### src/rtl/bus_cmd_master_if.sv
// Host-byte stream, response stream and strobed bus of the command master.
// The master modport is the parser side; slave is the UART/mcu_logic side.
interface bus_cmd_master_if;
  logic [7:0]  rx_data;
  logic        rx_valid;
  logic        rx_ready;
  logic [7:0]  tx_data;
  logic        tx_valid;
  logic        tx_ready;
  logic [15:0] baddr;
  logic [15:0] bwrdata;
  logic [15:0] brddata;
  logic        bwr;
  logic        bstrobe;

  modport master (
    input  rx_data, rx_valid, tx_ready, brddata,
    output rx_ready, tx_data, tx_valid, baddr, bwrdata, bwr, bstrobe
  );

  modport slave (
    output rx_data, rx_valid, tx_ready, brddata,
    input  rx_ready, tx_data, tx_valid, baddr, bwrdata, bwr, bstrobe
  );
endinterface

### src/rtl/bus_cmd_master.sv
// Byte-stream command parser: 'W' aH aL dH dL writes, 'R' aH aL reads and
// returns the read word as two bytes. Drives one-cycle strobed bus cycles.
module bus_cmd_master #(
  parameter int RD_LATENCY = 1,
  parameter int TIMEOUT    = 100000
) (
  input  logic                  clk,
  input  logic                  rst,
  bus_cmd_master_if.master      bus,
  output logic                  busy,
  output logic [7:0]            err_count
);

  localparam int              TW       = $clog2(TIMEOUT + 1);
  localparam logic [1:0]      LAT      = 2'(RD_LATENCY);
  localparam logic [TW-1:0]   TMO_LAST = TW'(TIMEOUT - 1);
  localparam logic [7:0]      CMD_W    = 8'h57;
  localparam logic [7:0]      CMD_R    = 8'h52;

  typedef enum logic [3:0] {
    S_IDLE, S_ADDR_H, S_ADDR_L, S_DATA_H, S_DATA_L,
    S_BUS, S_WAIT_RD, S_TX_H, S_TX_L
  } state_t;

  state_t          r_state, w_nxt;
  logic [TW-1:0]   r_tmo;
  logic [1:0]      r_lat;
  logic            r_is_wr;
  logic [7:0]      r_addr_h, r_addr_l, r_data_h;
  logic [15:0]     r_rd;
  logic [15:0]     r_baddr, r_bwrdata;
  logic            r_bwr, r_bstrobe;
  logic [7:0]      r_tx_data;
  logic            r_tx_valid;
  logic [7:0]      r_err;

  logic            w_rx_ready, w_acc, w_parse;
  logic            w_bad, w_tmo, w_ovr, w_err, w_latch;
  logic [15:0]     w_rd;

  assign w_parse    = (r_state == S_ADDR_H) || (r_state == S_ADDR_L) ||
                      (r_state == S_DATA_H) || (r_state == S_DATA_L);
  assign w_rx_ready = (r_state == S_IDLE) || w_parse;
  assign w_acc      = bus.rx_valid && w_rx_ready;
  assign w_ovr      = bus.rx_valid && !w_rx_ready;
  assign w_tmo      = w_parse && !w_acc && (r_tmo == TMO_LAST);
  assign w_err      = w_ovr || w_bad || w_tmo;
  assign w_rd       = w_latch ? bus.brddata : r_rd;

  always_comb begin
    w_nxt   = r_state;
    w_bad   = 1'b0;
    w_latch = 1'b0;
    case (r_state)
      S_IDLE:
        if (w_acc) begin
          if (bus.rx_data == CMD_W || bus.rx_data == CMD_R) w_nxt = S_ADDR_H;
          else                                               w_bad = 1'b1;
        end
      S_ADDR_H:  if (w_acc) w_nxt = S_ADDR_L; else if (w_tmo) w_nxt = S_IDLE;
      S_ADDR_L:  if (w_acc) w_nxt = r_is_wr ? S_DATA_H : S_BUS;
                 else if (w_tmo) w_nxt = S_IDLE;
      S_DATA_H:  if (w_acc) w_nxt = S_DATA_L; else if (w_tmo) w_nxt = S_IDLE;
      S_DATA_L:  if (w_acc) w_nxt = S_BUS; else if (w_tmo) w_nxt = S_IDLE;
      S_BUS:
        if (r_is_wr)          w_nxt = S_IDLE;
        else if (LAT == 2'd0) begin w_nxt = S_TX_H; w_latch = 1'b1; end
        else                  w_nxt = S_WAIT_RD;
      S_WAIT_RD:
        if (r_lat == LAT) begin w_nxt = S_TX_H; w_latch = 1'b1; end
      S_TX_H:    if (bus.tx_ready) w_nxt = S_TX_L;
      S_TX_L:    if (bus.tx_ready) w_nxt = S_IDLE;
      default:   w_nxt = S_IDLE;
    endcase
  end

  always_ff @(posedge clk) begin
    if (rst) begin
      r_state    <= S_IDLE;
      r_tmo      <= '0;
      r_lat      <= '0;
      r_is_wr    <= 1'b0;
      r_addr_h   <= '0;
      r_addr_l   <= '0;
      r_data_h   <= '0;
      r_rd       <= '0;
      r_baddr    <= '0;
      r_bwrdata  <= '0;
      r_bwr      <= 1'b0;
      r_bstrobe  <= 1'b0;
      r_tx_data  <= '0;
      r_tx_valid <= 1'b0;
      r_err      <= '0;
    end else begin
      r_state <= w_nxt;
      r_tmo   <= (w_parse && !w_acc && !w_tmo) ? r_tmo + 1'b1 : '0;

      if (w_acc) begin
        case (r_state)
          S_IDLE:   r_is_wr  <= (bus.rx_data == CMD_W);
          S_ADDR_H: r_addr_h <= bus.rx_data;
          S_ADDR_L: r_addr_l <= bus.rx_data;
          S_DATA_H: r_data_h <= bus.rx_data;
          default:  ;
        endcase
      end

      // Bus outputs load on the edge entering BUS so the strobe follows the
      // last command byte by exactly one clock; they then hold until the next.
      r_bstrobe <= (w_nxt == S_BUS);
      r_bwr     <= (w_nxt == S_BUS) && r_is_wr;
      if (w_nxt == S_BUS) begin
        r_baddr <= {r_addr_h, (r_state == S_ADDR_L) ? bus.rx_data : r_addr_l};
        if (r_is_wr) r_bwrdata <= {r_data_h, bus.rx_data};
      end

      if (r_state == S_BUS)          r_lat <= 2'd1;
      else if (r_state == S_WAIT_RD) r_lat <= r_lat + 2'd1;

      if (w_latch) r_rd <= bus.brddata;

      r_tx_valid <= (w_nxt == S_TX_H) || (w_nxt == S_TX_L);
      if (w_nxt == S_TX_H)      r_tx_data <= w_rd[15:8];
      else if (w_nxt == S_TX_L) r_tx_data <= w_rd[7:0];

      if (w_err && r_err != 8'hFF) r_err <= r_err + 8'd1;
    end
  end

  assign bus.rx_ready = w_rx_ready;
  assign bus.tx_data  = r_tx_data;
  assign bus.tx_valid = r_tx_valid;
  assign bus.baddr    = r_baddr;
  assign bus.bwrdata  = r_bwrdata;
  assign bus.bwr      = r_bwr;
  assign bus.bstrobe  = r_bstrobe;
  assign busy         = (r_state != S_IDLE);
  assign err_count    = r_err;

endmodule

### src/flat_wrapper.sv
// flat-port wrapper written by rule: the top's interface ports become plain ports
module bus_cmd_master_flat 
#(
  parameter int RD_LATENCY = 1,
  parameter int TIMEOUT    = 100000
)
  (clk, rst, busy, err_count, bus_rx_data, bus_rx_valid, bus_tx_ready, bus_brddata, bus_rx_ready, bus_tx_data, bus_tx_valid, bus_baddr, bus_bwrdata, bus_bwr, bus_bstrobe);
  bus_cmd_master_if bus_i ();
  input  logic clk;
  input  logic rst;
  output logic busy;
  output logic [7:0] err_count;
  input wire logic [$bits(bus_i.rx_data)-1:0] bus_rx_data;
  input wire logic [$bits(bus_i.rx_valid)-1:0] bus_rx_valid;
  input wire logic [$bits(bus_i.tx_ready)-1:0] bus_tx_ready;
  input wire logic [$bits(bus_i.brddata)-1:0] bus_brddata;
  output wire logic [$bits(bus_i.rx_ready)-1:0] bus_rx_ready;
  output wire logic [$bits(bus_i.tx_data)-1:0] bus_tx_data;
  output wire logic [$bits(bus_i.tx_valid)-1:0] bus_tx_valid;
  output wire logic [$bits(bus_i.baddr)-1:0] bus_baddr;
  output wire logic [$bits(bus_i.bwrdata)-1:0] bus_bwrdata;
  output wire logic [$bits(bus_i.bwr)-1:0] bus_bwr;
  output wire logic [$bits(bus_i.bstrobe)-1:0] bus_bstrobe;
  assign bus_i.rx_data = bus_rx_data;
  assign bus_i.rx_valid = bus_rx_valid;
  assign bus_i.tx_ready = bus_tx_ready;
  assign bus_i.brddata = bus_brddata;
  assign bus_rx_ready = bus_i.rx_ready;
  assign bus_tx_data = bus_i.tx_data;
  assign bus_tx_valid = bus_i.tx_valid;
  assign bus_baddr = bus_i.baddr;
  assign bus_bwrdata = bus_i.bwrdata;
  assign bus_bwr = bus_i.bwr;
  assign bus_bstrobe = bus_i.bstrobe;
  bus_cmd_master #(.RD_LATENCY(RD_LATENCY), .TIMEOUT(TIMEOUT)) u_core (.clk(clk), .rst(rst), .bus(bus_i), .busy(busy), .err_count(err_count));
endmodule
### config.mk
export PLATFORM = sky130hd
export DESIGN_NAME = bus_cmd_master_flat
export DESIGN_NICKNAME = d
export VERILOG_FILES = /design/src/rtl/bus_cmd_master_if.sv /design/src/rtl/bus_cmd_master.sv /design/src/flat_wrapper.sv
export SDC_FILE = /design/constraint.sdc
export NUM_CORES = 1
export LEC_CHECK = 0
export CAP_MARGIN = 20
export CELL_PAD_IN_SITES_DETAIL_PLACEMENT = 1
export CELL_PAD_IN_SITES_GLOBAL_PLACEMENT = 1
export CORE_ASPECT_RATIO = 0.75
export CORE_MARGIN = 5
export CORE_UTILIZATION = 41
export CTS_CLUSTER_SIZE = 16
export DETAILED_ROUTE_END_ITERATION = 10
export PLACE_DENSITY = 0.8
export REMOVE_ABC_BUFFERS = 1
export SYNTH_ARGS = -nofsm -noshare
export SYNTH_HDL_FRONTEND = slang
export SYNTH_SLANG_ARGS = --single-unit
### constraint.sdc
create_clock -name clk -period 2.73 [get_ports clk]
set_input_delay 0.273 -clock clk [delete_from_list [all_inputs] [get_ports clk]]
set_output_delay 0.273 -clock clk [all_outputs]
set_load 0.02 [all_outputs]
# == After elaboration in Yosys (flattened, before gate mapping) ==
# Index checks and enable logic that the tools add are counted.
# totals
reg_bits,115
out_inout_bits,53
# classes
addsub,3
eq_ne,16
n_mux,24
n_bitwise,1
reduce_logical,28
# ops
op,n
$mux W4,10
$pmux W4 S9,1
$eq A4 B3 Y1 const B,6
$mux W8,3
$add A17 B1 Y17 const B,1
$eq A17 B17 Y1 const B,1
$eq A8 B7 Y1 const B,2
$mux W16,1
$add A8 B1 Y8 const B,1
$eq A4 B2 Y1 const B,2
$eq A4 B4 Y1 const B,2
$logic_or A1 B1 Y1,8
$ne A8 B8 Y1 const B,1
$reduce_and A2 Y1,4
$logic_and A1 B1 Y1,7
$mux W1,7
$mux W3,2
$eq A4 B1 Y1 const B,1
$logic_not A4 Y1,1
$reduce_bool A2 Y1,2
$reduce_bool A4 Y1,1
$reduce_or A2 Y1,2
$logic_not A1 Y1,3
$add A2 B1 Y2 const B,1
2 further kinds,2

# == Longest topological paths before layout ==
# Gate-level depths: netlist of run 1.
# logic_depth
word_depth,15
ltp_mapped,9

# == Worst setup path before layout of run 1 ==
# OpenSTA, ideal clock, no wires.
# synth_timing
path_type,register -> register
from,register u_core.r_state[1]
to,"register u_core.r_baddr[2], in the netlist u_core.bus.baddr[2]"
t_arrival_ns,2.128
required_time_ns,2.609
setup_slack_ns,0.481
path_stages_with_launch,10
synth_period_minus_slack_ns,2.249
path_cell_list,dfxtp_1 > clkbuf_1 > buf_2 > nor2b_1 > buf_2 > nor3b_1 > buf_1 > mux2i_1 > nor2_1 > mux2_2
# synth_via
elab_chain_len,13
word_cells_on_any_way,30
classes_between,eq/ne: 9; mux: 12; reduce/logical: 9
# synth_rtl
element,line_no,source
"start, declared",bus_cmd_master.sv:25,"state_t r_state, w_nxt;"
"start signal, assigned",bus_cmd_master.sv:95,r_state <= w_nxt;
$eq A4 B1 Y1 / $eq A4 B2 Y1 (equally long branches),"bus_cmd_master.sv:41, bus_cmd_master.sv:54, bus_cmd_master.sv:113",
$logic_or A1 B1 Y1 (2 in a row),bus_cmd_master.sv:41,assign w_parse = (r_state == S_ADDR_H) || (r_state == S_ADDR_L) ||
$logic_or A1 B1 Y1,bus_cmd_master.sv:42,(r_state == S_DATA_H) || (r_state == S_DATA_L);
$logic_or A1 B1 Y1,bus_cmd_master.sv:43,assign w_rx_ready = (r_state == S_IDLE) || w_parse;
$logic_and A1 B1 Y1,bus_cmd_master.sv:44,assign w_acc = bus.rx_valid && w_rx_ready;
$logic_not A1 Y1,bus_cmd_master.sv:46,assign w_tmo = w_parse && !w_acc && (r_tmo == TMO_LAST);
$logic_and A1 B1 Y1 (2 in a row),bus_cmd_master.sv:46,
$mux W4,--,
$mux W4 (on tied branches),--,
$pmux W4 S9,bus_cmd_master.sv:54,case (r_state)
$eq A4 B3 Y1,bus_cmd_master.sv:112,if (w_nxt == S_BUS) begin
"end signal, assigned",bus_cmd_master.sv:113,"r_baddr <= {r_addr_h, (r_state == S_ADDR_L) ? bus.rx_data : r_addr_l};"
"end, declared",bus_cmd_master.sv:31,"logic [15:0] r_baddr, r_bwrdata;"
# Several ways; a longest one is shown, not always the timed one.
# A chain may end at the register's enable or synchronous reset.

# == Worst setup path in the final report of run 1 ==
# layout_timing
from,register u_core.r_state[2]
to,"register u_core.r_err[5], in the netlist u_core.err_count[5]"
# layout_via
elab_chain_len,11
word_cells_on_any_way,20
classes_between,eq/ne: 4; mux: 2; reduce/logical: 14
# layout_rtl
element,line_no,source
$eq A4 B1 Y1 / $eq A4 B2 Y1 (equally long branches),bus_cmd_master.sv:41,
$logic_or A1 B1 Y1 (2 in a row),bus_cmd_master.sv:41,
$logic_or A1 B1 Y1,bus_cmd_master.sv:42,
$logic_or A1 B1 Y1,bus_cmd_master.sv:43,
$logic_and A1 B1 Y1,bus_cmd_master.sv:44,
$mux W1 / $logic_not A1 Y1 (equally long branches),"bus_cmd_master.sv:56, bus_cmd_master.sv:46",
$mux W1 / $logic_and A1 B1 Y1 (equally long branches),"bus_cmd_master.sv:54, bus_cmd_master.sv:46",
$logic_or A1 B1 Y1 / $logic_and A1 B1 Y1 (equally long branches),"bus_cmd_master.sv:47, bus_cmd_master.sv:46",
$logic_or A1 B1 Y1 *,bus_cmd_master.sv:47,assign w_err = w_ovr || w_bad || w_tmo;
$logic_and A1 B1 Y1 *,bus_cmd_master.sv:126,if (w_err && r_err != 8'hFF) r_err <= r_err + 8'd1;
"end signal, assigned",bus_cmd_master.sv:126,
"end, declared",bus_cmd_master.sv:35,logic [7:0] r_err;
# Mark *: on every way between the ends. The rest lies on a longest branch, timed or not.

==> results summary, run 1 <==
The run finished with clean final reports. The total CTS buffers is 17. In this run the static leakage power is 0.00251 uW. The critical path data arrival time came out at 2.76 ns. The H-tree level count came out at 4. The library cell with the largest summed area after synthesis is dfxtp_1. The post-CTS setup repair buffer count came out at 0. The flip-flop and latch count after synthesis came out at 115. Measured in cells, the most critical reg-to-reg path has a length of 5. The initialized floorplan defines 35 standard-cell rows. The final weighted congestion in routability-driven placement is 0.849.

The layout cell share with drive strength beyond 1 came out at 0.126. Before CTS, the worst setup slack after placement is 0.0967 ns. For this run, global-route usage on met1 was measured as 0.245.

The final number of setup-violating endpoints came out at 0. For this run, the register share of the synthesized area comes to 0.446. The fraction of met2 tracks used by global routing came out at 0.329. The hold violation count in the final report is 0.

Entering global routing, the biggest net connects 84 pins. The worst setup slack after layout came out at 0.264 ns. The die width is 140 um.

The peak supply drop is 0.416 mV. The area of the core is 12300 sq um. The via count came out at 4320. The clock latency on the worst-skew pair came out at 0.41 ns.

The largest single stage delay on the critical path is 0.62 ns. Walking the worst path, the cells encountered are nor3_1 > nor4_1 > nand2_1 > a2111oi_0 > mux2_2. At the pin with the least slew margin, the transition time is 0.770 ns. The number of antenna violations at the first check in global routing was 0. Of all flip-flops after synthesis, the portion carrying an async set or reset was 0. The final-stage net count is 676.

The TritonCTS sink count is 115. Setup repair after global routing left no endpoint under its margin. The mean routed wirelength per cell came out at 17.4 um. The number of enable flip-flop cells after synthesis came out at 0. The total overflow left after global routing is 0. The effective utilization at floorplan came out at 0.419. In the synthesized netlist the dominant register cell turns out to be dfxtp_1. Pin placement for this block handled 81 I/O pins. The max-capacitance violation count came out at 0. met2 is the most crowded layer. The maximum fanout along the worst path is 12.

The area fraction of the dominant cell type after synthesis came out at 0.446. The critical path is of the reg2reg type. The total wire length after detailed routing is 14.3 mm.

The highest achievable clock rate is 406 MHz. The largest individual stage delay along the critical path comes from the cell dfxtp_1. The global routing met3 resource utilization came out at 0.0588. STA puts the critical path data required time at 3.02 ns. The number of buffers and inverters on the critical path came out at 0.

The count of unresolved DRC violations after routing is 0. The total iterations of the first detailed-routing run is 4. The number of global-route vias before repair came out at 4678. The number of buffers on the longest clock path is 2. In this run, post-CTS hold repair placed 0 buffers. Yosys instantiated no cell more often than dfxtp_1. The critical path crosses 5 cells after its start point.

The number of DRC violations after detailed-routing iteration 0 is 210. The growth of design area from synthesis to finish is 32.0%. In this run the tool buffered the top-level ports with 80 buffer cells. The final-report max-slew violation count was 0. The power density of the placed cells came out at 590 nW/um^2. Sorting the synthesized cells by area gives the leading types as dfxtp_1, mux2i_1, nand2b_1.

The HPWL after detailed placement is 9.94 mm. The final-layout setup total negative slack came out at 0 ns. The kind of end point of the critical path is a register. The final cell utilization of the core came out at 0.554. The Yosys step of the flow raised 0 warnings. The number of gates resized after cts is 0. The clock transition at the registers of the reported paths came out at 0.06 ns. The time the final worst path needs with I/O delays and setup came out at 2.47 ns. After synthesis, the mean cell area works out to 9.31 sq um. Of the available clock period, the critical path in the final layout requires 0.903. The slack of the worst reg-to-reg path came out at 0.26 ns. The commonest cells after synthesis are dfxtp_1, nor2_1, mux2i_1. The via density per instance came out at 5.24. The global routing usage summed across all routing layers is 0.197.

The first global-routing pass estimated 23.9 mm of wire. The headroom to the max-slew limit came out at 0.487. The count of cells along the worst hold path came out at 2. Synthesis produced a netlist whose cell count is 554. The kind of cell adding the most delay to the critical path is simple AND/OR/NAND/NOR gates.

The post-route clock skew is 0.00935 ns. 0 antenna diodes ended up in the layout. TritonCTS built the clock tree. The die height came out at 107 um. Summing every instance area after synthesis gives 5160 sq um. The worst setup path is launched from a register.

The floorplan step defined a die boundary enclosing 15000 sq um. The path category of the worst min-delay check is in2reg. The detail route stage leaves a number of antenna-violating nets equal to 0. The tree is rooted in a clkbuf_16. The number of distinct library cells after synthesis came out at 56.
-- cells by family (layout without fill, tap and decap cells) --
family                     count (synthesis)  after routing  share of synthesized area
muxes                                     78             78                      0.155
AOI/OAI and AO/OA                         61             61                     0.0892
DFF                                      115            115                      0.446
and+or+nand+nor                          239            239                      0.243
buffers and inverters                     43            147                     0.0342
xor gates and xnor gates                  15             15                     0.0255
adders and majority gates                  3              3                    0.00728
-- worst reg2reg max path, stage by stage, from the launching register on --
cell and delay [ns]:
dfxtp_1 0.62, nor3_1 0.18, nor4_1 0.38, nand2_1 0.30, a2111oi_0 0.49, mux2_2 0.38
-- registers in the layout, indices dropped and copies added (netlist names), 2 cells and up --
name                cells
u_core.r_tmo           17
u_core.bus.baddr       16
u_core.bus.bwrdata     16
u_core.r_rd            16
u_core.bus.tx_data      8
u_core.err_count        8
u_core.r_addr_h         8
u_core.r_addr_l         8
u_core.r_data_h         8
u_core.r_state          4
u_core.r_lat            2
-- path summary, 6_finish.rpt --
kind	from	to
min	rst	u_core.r_rd[13]
min reg2reg	u_core.r_addr_l[0]	u_core.r_addr_l[0]
max	u_core.r_state[2]	u_core.err_count[5]
max reg2reg	u_core.r_state[2]	u_core.err_count[5]
-- layout by cell type (no fill, tap or decap), types with 3 or more instances in the layout --
cell type        netlist  routed
mux2i_1               64      64
clkinvlp_4             0       3
ha_1                   3       3
nor3_1                15      15
a211o_1                4       4
nand4_1                5       5
or3_1                  3       3
mux2_2                14      14
dfxtp_1              115     115
xor2_1                 9       9
buf_4                  0      26
o21ai_0                3       3
nand2b_1              47      47
nand3_1               27      27
a21oi_1               23      23
nand2_1               24      24
clkbuf_16              0      17
and2_1                 3       3
nor2b_1               18      18
or2b_1                 3       3
inv_1                  9       9
clkinv_2               0       3
a211oi_1               5       5
clkdlybuf4s50_1        0      79
nor2_1                75      75
xnor2_1                6       6
clkinv_4               0       3
-- routing by layer --
layer / wire length, um / vias up / part of all wire
met4: 167 / 0 / 0.012
met5: 0 / - / 0
met1: 6670 / 2108 / 0.47
met3: 729 / 16 / 0.051
li1: - / 2097 / -
met2: 6770 / 99 / 0.47
-- final cells by class --
class / count / area [sq um]
repair buffers: 106 / 1010
inverters: 9 / 33.8
fillers: 1362 / 5490
clock buffers: 20 / 447
clock inverters: 12 / 133
flip-flops and latches: 115 / 2300
well taps: 166 / 208
multi-input cells: 396 / 2680
-- per-stage QoR --
step | cell area [sq um] | hold slack (ns) | total power (uW) | std cells
after floorplan | 5020 | 0.342 | 1760 | 520
after global placement | 6230 | 0.439 | 1870 | 792
after detailed placement | 6230 | 0.454 | 1880 | 792
after CTS | 6810 | 0.409 | 4050 | 824
after global routing | 6810 | 0.450 | 4140 | 824
final | 6810 | 0.409 | 4020 | 824
-- where the power goes --
| group | internal, uW | leakage (uW) | switching, uW |
|---|---|---|---|
| registers | 1680 | 0.000926 | 4.75 |
| clock network | 1370 | 0.000276 | 807 |
| logic | 75.5 | 0.00131 | 80.1 |
Note: power is estimated with default switching activity, not from simulation.
==> run 2, diff against run 1 <==
ABC_CLOCK_PERIOD_IN_PS = 2730   (was unset)
HOLD_SLACK_MARGIN = 0.06   (was unset)
==> results of run 2 <==
Final layout, timing and power as in run 1 (identical DEF).
==> run 3, diff against run 2 <==
MAX_ROUTING_LAYER = met4   (was unset)
==> run 3 against run 2 <==
  * Clock power about the same
  * Wire length about the same
  * Combinational power hardly changed
  * Critical endpoint unchanged
==> results summary, run 3 (same netlist as run 1, synthesis figures left out) <==
The flow ran to the end, and the final reports show no timing, DRC or antenna violations. The number of core rows came out at 35 (unchanged). TritonCTS built the clock tree. The data required time of the worst path came out at 3.02 ns (about the same). The global routing usage summed across all routing layers is 0.202 (+0.00558).

The number of flip-flops under the largest register name is 17 (unchanged). The post-route clock skew came out at 0.00980 ns (+0.000459 ns). In this run the critical register-to-register path is captured at u_core.err_count[5]. The area of the die is 15000 sq um (unchanged). The maximum number of pins on one net before global-route repair was 84 (unchanged).

The number of global-route vias before repair is 4674 (-0.086%). The number of hold-repair buffers added at the cts stage was 0 (unchanged). The static leakage came out at 0.00251 uW (unchanged). The growth of design area from synthesis to finish is 32.0% (unchanged). The final-layout setup total negative slack is 0 ns (unchanged). The area of all sequential standard cells came out at 2300 sq um (unchanged). The worst hold slack after final layout is 0.409 ns (+0.0000700 ns).

The multi-input combinational cell area came to 2680 sq um (unchanged). STA classifies the critical path startpoint as a register. The via count came out at 4319 (-0.023%). The final cell utilization of the core came to 0.554 (unchanged). The most common cell after layout, fill and taps aside is dfxtp_1. The final-report max-slew violation count is 0 (unchanged).

The number of standard cells in the final layout excluding fillers came out at 824 (unchanged). The instance count after placement with tap cells included came to 792 (unchanged). The area of the core is 12300 sq um (unchanged).

The post-CTS setup repair buffer count was 0 (unchanged). The kind of end point of the critical path is a register. The power density of the placed cells came out at 589 nW/um^2 (about the same). The count of inserted antenna diode cells came out at 0 (unchanged). The top cell types in the final layout, fill and taps aside, are dfxtp_1, clkdlybuf4s50_1, nor2_1.

The max-capacitance violation count came out at 0 (unchanged). The critical path data arrival time came to 2.73 ns (-0.03 ns). The number of fillers in the final layout is 1362 (unchanged). u_core.r_tmo holds more flip-flops than any other register. The die width is 140 um (unchanged).

The time the final worst path needs with I/O delays and setup is 2.44 ns (-0.0294 ns). The number of gates resized after cts is 0 (unchanged). The count of unresolved DRC violations after routing is 0 (unchanged).

The wire length of the first global-routing pass was 23.9 mm (-0.26%). The worst register-to-register path begins at u_core.r_state[2]. The post-route antenna net violation count is 0 (unchanged). The number of DRC violations after detailed-routing iteration 0 is 198 (-5.7%). CTS placed an instance of clkbuf_16 at the clock tree root. The maximum fanout along the worst path came out at 12 (unchanged). In this run the worst setup path begins at u_core.r_state[2]. The number of buffers on the longest clock path is 2 (unchanged).

The min-delay analysis places its worst path in the category in2reg. The via density per instance came out at 5.24 (about the same). The peak supply drop is 0.416 mV (about the same). The H-tree level count is 4 (unchanged). The critical path is of the reg2reg type. The highest achievable clock rate came to 410 MHz (+1.2%). The layout cell share with drive strength beyond 1 was 0.126 (unchanged). The worst-case reg-to-reg path depth came out at 5 (unchanged). The TritonCTS sink count is 115 (unchanged). The die height is 107 um (unchanged).

The total iterations of the first detailed-routing run is 4 (unchanged). The total wire length after detailed routing is 14.3 mm (about the same). The final number of setup-violating endpoints came out at 0 (unchanged). The effective utilization at floorplan is 0.419 (unchanged).

The number of antenna violations at the first check in global routing was 0 (unchanged). The headroom to the max-slew limit was 0.483 (-0.00400). The share of the clock period used by the worst path came out at 0.892 (-0.0108). The final weighted congestion in routability-driven placement is 0.863 (+1.6%). The total CTS buffers came to 17 (unchanged). The clock latency on the worst-skew pair came out at 0.41 ns (about the same). The remaining global-route overflow is 0 (unchanged). The post-DP HPWL is 9.94 mm (unchanged). The clock transition at the registers of the reported paths was 0.06 ns (about the same). The last element of the critical path is u_core.err_count[5]. The number of I/O port buffers is 80 (unchanged). The hold violation count in the final report came out at 0 (unchanged). The slack of the worst reg-to-reg path is 0.29 ns (+0.03 ns). The number of I/O pins was 81 (unchanged).

The final-stage net count is 676 (unchanged). The mean routed wirelength per cell is 17.4 um (about the same). The slew of the pin with the lowest slew margin is 0.776 ns (+0.00599 ns). Setup repair after global routing left no endpoint under its margin.
run 3: cell counts in the layout (fill, tap and decap cells not counted):
Identical to the previous run, type by type.
run 3: power by group:
part | leakage [uW] | total [uW] | switching, uW | internal [uW]
sequential | 0.000926 | 1690 | 4.80 | 1680
clock | 0.000276 | 2170 | 806 | 1370
combinational | 0.00131 | 156 | 80.4 | 75.5
total | 0.00251 | 4020 | 891 | 3120
run 3: cell type report:
cell class	count	share of cell area
Multi-Input combinational cell	396	0.394
Sequential cell	115	0.338
Timing Repair Buffer	106	0.148
Clock buffer	20	0.0656
Tap cell	166	0.0305
Clock inverter	12	0.0195
Inverter	9	0.00496
run 3: per-stage QoR:
stage                     cell area (sq um)  setup slack (ns)  power [uW]
final                                  6810             0.294        4020
after global routing                   6810            0.0748        4140
after CTS                              6810             0.261        4050
after detailed placement               6230            0.0967        1880
after global placement                 6230             0.176        1870
after floorplan                        5020            -0.370        1760
run 3: worst min-delay path by stage:
stage	cells past startpoint	end	slack (ns)	start
detailed placement	2	u_core.bus.tx_data[7]	0.45	u_core.bus.tx_data[7]
floorplan	1	u_core.bus.tx_data[4]	0.34	rst
global route	2	u_core.r_rd[8]	0.45	rst
finish	2	u_core.r_rd[8]	0.41	rst
CTS	2	u_core.r_rd[13]	0.41	rst
global placement	2	u_core.bus.tx_data[4]	0.44	u_core.bus.tx_data[4]
run 3: critical path, stage by stage, from the launching register on:
cell	delay [ns]
dfxtp_1	0.60
nor3_1	0.17
nor4_1	0.36
nand2_1	0.30
a2111oi_0	0.49
mux2_2	0.38
run 3: metal layers:
metal	track usage	wire length [um]	up-vias
li1	-	-	2096
met5	-	0	-
met1	0.247	6670	2113
met2	0.329	6830	96
met4	0.0629	142	0
met3	0.0566	679	14
